File: config.mk
export PLATFORM = sky130hd
export DESIGN_NAME = mlp_hidden_accum
export DESIGN_NICKNAME = d
export VERILOG_FILES = /design/src/rtl/mlp_hidden_accum.sv
export SDC_FILE = /design/constraint.sdc
export NUM_CORES = 1
export LEC_CHECK = 0
export BUFFER_PORTS_ARGS = -buffer_cell sky130_fd_sc_hd__buf_4
export CAP_MARGIN = 20
export CORE_MARGIN = 2
export CORE_UTILIZATION = 35
export DETAILED_ROUTE_END_ITERATION = 16
export PLACE_DENSITY_LB_ADDON = 0.3
export REMOVE_ABC_BUFFERS = 1
export SYNTH_ARGS = -nofsm -noshare
export SYNTH_HDL_FRONTEND = slang
export SYNTH_SLANG_ARGS = --single-unit
File: constraint.sdc
create_clock -name clk -period 2.2 [get_ports clk]
set_input_delay 0.44 -clock clk [delete_from_list [all_inputs] [get_ports clk]]
set_output_delay 0.44 -clock clk [all_outputs]
set_load 0.02 [all_outputs]
File: src/rtl/mlp_hidden_accum.sv
// Hidden-layer accumulator for the O/X MLP: streams one binary pixel per handshake
// into N signed accumulators and publishes the pre-ReLU sums with a one-cycle valid.
module mlp_hidden_accum #(
    parameter int W     = 8,
    parameter int N     = 8,
    parameter int P     = 9,
    parameter int IDX_W = 5
) (
    input  logic                 clk,
    input  logic                 rst_n,
    input  logic                 start,
    input  logic                 px_valid,
    input  logic                 px_data,
    output logic                 px_ready,
    output logic [IDX_W-1:0]     px_idx,
    input  logic [N*W-1:0]       w_h_bus,
    input  logic [N*W-1:0]       b_h_bus,
    output logic [N*(W+5)-1:0]   h_raw_bus,
    output logic                 h_valid,
    output logic                 busy
);

    localparam int ACC_W = W + 5;

    localparam logic [1:0] S_IDLE  = 2'd0;
    localparam logic [1:0] S_ACCUM = 2'd1;
    localparam logic [1:0] S_DONE  = 2'd2;

    localparam logic [IDX_W-1:0] LAST_IDX = IDX_W'(P - 1);

    logic [1:0]              state;
    logic signed [ACC_W-1:0] acc     [N];
    logic signed [ACC_W-1:0] acc_sum [N];
    logic                    beat;

    function automatic logic signed [ACC_W-1:0] sext(input logic [W-1:0] v);
        return {{(ACC_W - W){v[W-1]}}, v};
    endfunction

    assign px_ready = (state == S_ACCUM);
    assign h_valid  = (state == S_DONE);
    assign busy     = (state != S_IDLE);
    assign beat     = px_valid && px_ready;

    // Sum including the current beat; also feeds h_raw_bus on the last pixel.
    always_comb begin
        for (int unsigned i = 0; i < N; i++) begin
            acc_sum[i] = acc[i];
            if (px_data) begin
                acc_sum[i] = acc[i] + sext(w_h_bus[i*W +: W]);
            end
        end
    end

    always_ff @(posedge clk or negedge rst_n) begin
        if (!rst_n) begin
            state     <= S_IDLE;
            px_idx    <= '0;
            h_raw_bus <= '0;
            for (int unsigned i = 0; i < N; i++) begin
                acc[i] <= '0;
            end
        end else begin
            case (state)
                S_IDLE: begin
                    if (start) begin
                        state  <= S_ACCUM;
                        px_idx <= '0;
                        for (int unsigned i = 0; i < N; i++) begin
                            acc[i] <= sext(b_h_bus[i*W +: W]);
                        end
                    end
                end
                S_ACCUM: begin
                    if (beat) begin
                        for (int unsigned i = 0; i < N; i++) begin
                            acc[i] <= acc_sum[i];
                        end
                        if (px_idx == LAST_IDX) begin
                            state <= S_DONE;
                            for (int unsigned i = 0; i < N; i++) begin
                                h_raw_bus[i*ACC_W +: ACC_W] <= acc_sum[i];
                            end
                        end else begin
                            px_idx <= px_idx + IDX_W'(1);
                        end
                    end
                end
                S_DONE: begin
                    state <= S_IDLE;
                end
                default: begin
                    state <= S_IDLE;
                end
            endcase
        end
    end

endmodule
==> results.sh <==
export IMPL_numCtsBuffers=27
export IMPL_diodes=0
export IMPL_clock_path_buffers=3
export IMPL_multiInputGateArea_sq_um=8720
export IMPL_gp_congestion=0.884
export IMPL_rows=72
export IMPL_required_ns=2.68
export IMPL_ys_ff_latch=215
export IMPL_fin_hold_ws_ns=0.136
export IMPL_total_power_mw=30.3
export IMPL_htree_levels=1
export IMPL_grt_max_degree=62
export IMPL_fin_crit_ns=2.44
export IMPL_wl_per_cell_microns=18.7
export IMPL_p_leak_nw=9.40
export IMPL_drt_iter0_markers=526
export IMPL_core_area_sq_um=38600
export IMPL_synth_edf_count=0
export IMPL_crit_chain="ha_2, fa_2, a211oi_2, o21bai_1, a31oi_1, o221ai_1, xor2_1, mux2_2, nand2_1"
export IMPL_r2r_slack_ns=-0.24
export IMPL_clock_latency_ns=0.55
export IMPL_die_width_microns=202
export IMPL_cts_clk_slew_worst_paths_ns=0.06
export IMPL_r2r_end="h_raw_bus[51]"
export IMPL_hold_path_class="in2reg"
export IMPL_place_ws_ns=-0.588
export IMPL_drc=0
export IMPL_yosys_most_used_dff="dfrtp_1"
export IMPL_seqCellArea_sq_um=5380
export IMPL_die_height_microns=202
export IMPL_critPathCapture="h_raw_bus[51]"
export IMPL_setup_violations=19
export IMPL_hold_viol=0
export IMPL_cts_root_buf="clkbuf_16"
export IMPL_slowest_stage="dfrtp_1"
export IMPL_cts_sinks=215
export IMPL_yosysSeqAreaShare_pct=39.4
export IMPL_slew_headroom_pct=60.6
export IMPL_worst_pin_slew_ns=0.584
export IMPL_dr_pass1_iters=5
export IMPL_status="finished, violations left"
export IMPL_numPortBuffers=244
export IMPL_syn_cell_area_sq_um=13700
export IMPL_grt_usage_pct=22.6
export IMPL_crit_path_max_incr_delay_ns=0.39
export IMPL_hpwl_mm=32.3
export IMPL_syn_area_per_cell_sq_um=9.13
export IMPL_nNetsFinal=2205
export IMPL_ys_warn_count=0
export IMPL_ios=245
export IMPL_grt_overflow_total=0
export IMPL_synthCells=1496
export IMPL_clock_power_share_pct=14.4
export IMPL_vdd_drop_max_v=0.000804
export IMPL_power_frac_seq_pct=23.7
export IMPL_antenna_left=0
export IMPL_grt_pass1_vias=13500
export IMPL_p_int_mw=17.5
export IMPL_drive_gt1_share_pct=35.3
export IMPL_p_per_area_nw_per_um2=1530
export IMPL_die_area_sq_um=40600
export IMPL_pwr_share_comb_pct=62.0
export IMPL_regToRegStartpoint="acc[52]"
export IMPL_critical_path_class="reg2reg"
export IMPL_cp_arrival_ns=2.92
export IMPL_vias=13200
export IMPL_p_switching_mw=12.8
export IMPL_async_reset_ff_share_pct=100
export IMPL_cap_viol_max_count=0
export IMPL_post_route_period_util_pct=111
export IMPL_p_sw_share_pct=42.2
export IMPL_skew_ns=0.00865
export IMPL_yosys_cell_types_count=75
export IMPL_tritoncts="built"
export IMPL_crit_path_start="acc[52]"
export IMPL_setup_ws_ns=-0.240
export IMPL_start_util_pct=35.4
export IMPL_rsz0062_at_grt="yes"
export IMPL_max_freq_mhz=410
export IMPL_violations="setup timing"
export IMPL_area_delta_synth_final_pct=45.0
export IMPL_antenna_found_initial=0
export IMPL_slew_viol_final=0
export IMPL_fin_cells=2502
export IMPL_cp_end_kind="flip-flop"
export IMPL_wl_mm=46.8
export IMPL_grt_pass1_wl_mm=73.4
export IMPL_final_common_cell="buf_4"
export IMPL_cp_start_kind="flip-flop"
export IMPL_dp_cells=2417
export IMPL_r2r_cells=9
export IMPL_num_fill_cells=3611
export IMPL_cp_max_fo=3
export IMPL_vias_per_cell=5.28
export IMPL_final_cell_mix="489 x buf_4, 213 x dfrtp_1, 148 x nand2_1, 135 x o21ai_0, 135 x a21oi_1"
-- per-layer routing --
layer | part of all wire (%) | GRT usage (%) | wire [microns]
met1 | 46 | 30.0 | 21400
met2 | 48 | 38.9 | 22600
met3 | 4.5 | 3.43 | 2090
met4 | 1.6 | 4.46 | 728
met5 | 0 | 0 | 0
-- metrics by stage --
step | area, sq um | setup TNS (ns) | utilization, %
2_1_floorplan | 13300 | -386.72 | -
3_3_place_gp | 17800 | -25.87 | 46.2
3_5_place_dp | 17800 | -28.00 | 46.2
4_1_cts | 19100 | -2.06 | 49.5
5_1_grt | 19800 | -6.78 | 51.4
6_report | 19800 | -1.72 | 51.4
-- synth_stat cells, drive strengths merged, types with 14 or more instances --
| library cell | instances | area, sq um |
|---|---|---|
| o21ai | 171 | 856 |
| xnor2 | 46 | 403 |
| a21oi | 160 | 812 |
| nand3 | 18 | 90.1 |
| clkbuf | 48 | 220 |
| a21o | 35 | 264 |
| a221o | 14 | 140 |
| xor2 | 37 | 324 |
| nor2 | 136 | 513 |
| nand2 | 153 | 574 |
| mux2i | 72 | 721 |
| buf | 28 | 136 |
| nor3 | 16 | 85.1 |
| ha | 98 | 1230 |
| dfrtp | 215 | 5380 |
| a211oi | 22 | 165 |
| inv | 23 | 86.3 |
| and3 | 18 | 113 |
| o22ai | 32 | 200 |
-- sequential cells by signal (all words and copies together) (netlist names) --
register and count:
px_idx 5, acc 104, h_raw_bus 104, state 2
-- repair_timing --
action / 4_1_cts / 5_1_grt
pin swaps: 76 / 94
gates cloned: 0 / 0
endpoints found under the setup margin: 74 / 104
gates resized for setup: 92 / 101
hold endpoints to repair: 55 / 0
hold buffers: 1 / 0
setup buffers: 21 / 22
-- cell families (layout without fill, tap and decap cells) --
family          Yosys count  in the layout  synth area share, %
simple gates            378            378                 12.0
compound gates          541            541                 24.5
buf+inv                  99            587                 3.24
mux                      74             74                 5.44
fa+ha+maj               106            106                 10.1
xor+xnor                 83             83                 5.32
flops                   215            215                 39.4
-- how the worst min path moves through the flow --
stage	start	endpoint	cells past startpoint
2_1_floorplan	rst_n	acc[0]	0
3_3_place_gp	rst_n	h_raw_bus[54]	1
3_5_place_dp	rst_n	h_raw_bus[55]	1
4_1_cts	b_h_bus[23]	acc[77]	3
5_1_grt	b_h_bus[23]	acc[77]	3
6_report	b_h_bus[23]	acc[77]	3
-- critical path: cells and delay by family (launching register included) --
kind	cells	cell delay (ns)
XOR/XNOR	1	0.27
multiplexers	1	0.37
AO/OA/AOI/OAI	4	0.75
flip-flops	1	0.39
adder cells (fa/ha/maj)	2	0.55
AND/OR/NAND/NOR	1	0.06
-- cell type report --
class,count,share of cell area [%]
Inverter,23,0.461
Sequential cell,215,27.2
Clock inverter,5,0.253
Timing Repair Buffer,517,20.8
Clock buffer,42,4.00
Multi-Input combinational cell,1182,44.0
Tap cell,518,3.27
-- power by group through the flow --
stage,clock network (mW),logic [mW],registers (mW)
global route,4.63,20.7,7.42
detailed placement,0,16.5,7.15
floorplan,0,8.81,7.96
finish,4.35,18.8,7.17
global placement,0,16.2,7.08
CTS,4.48,17.4,7.12
No activity file was read; power rests on OpenSTA's default activity.
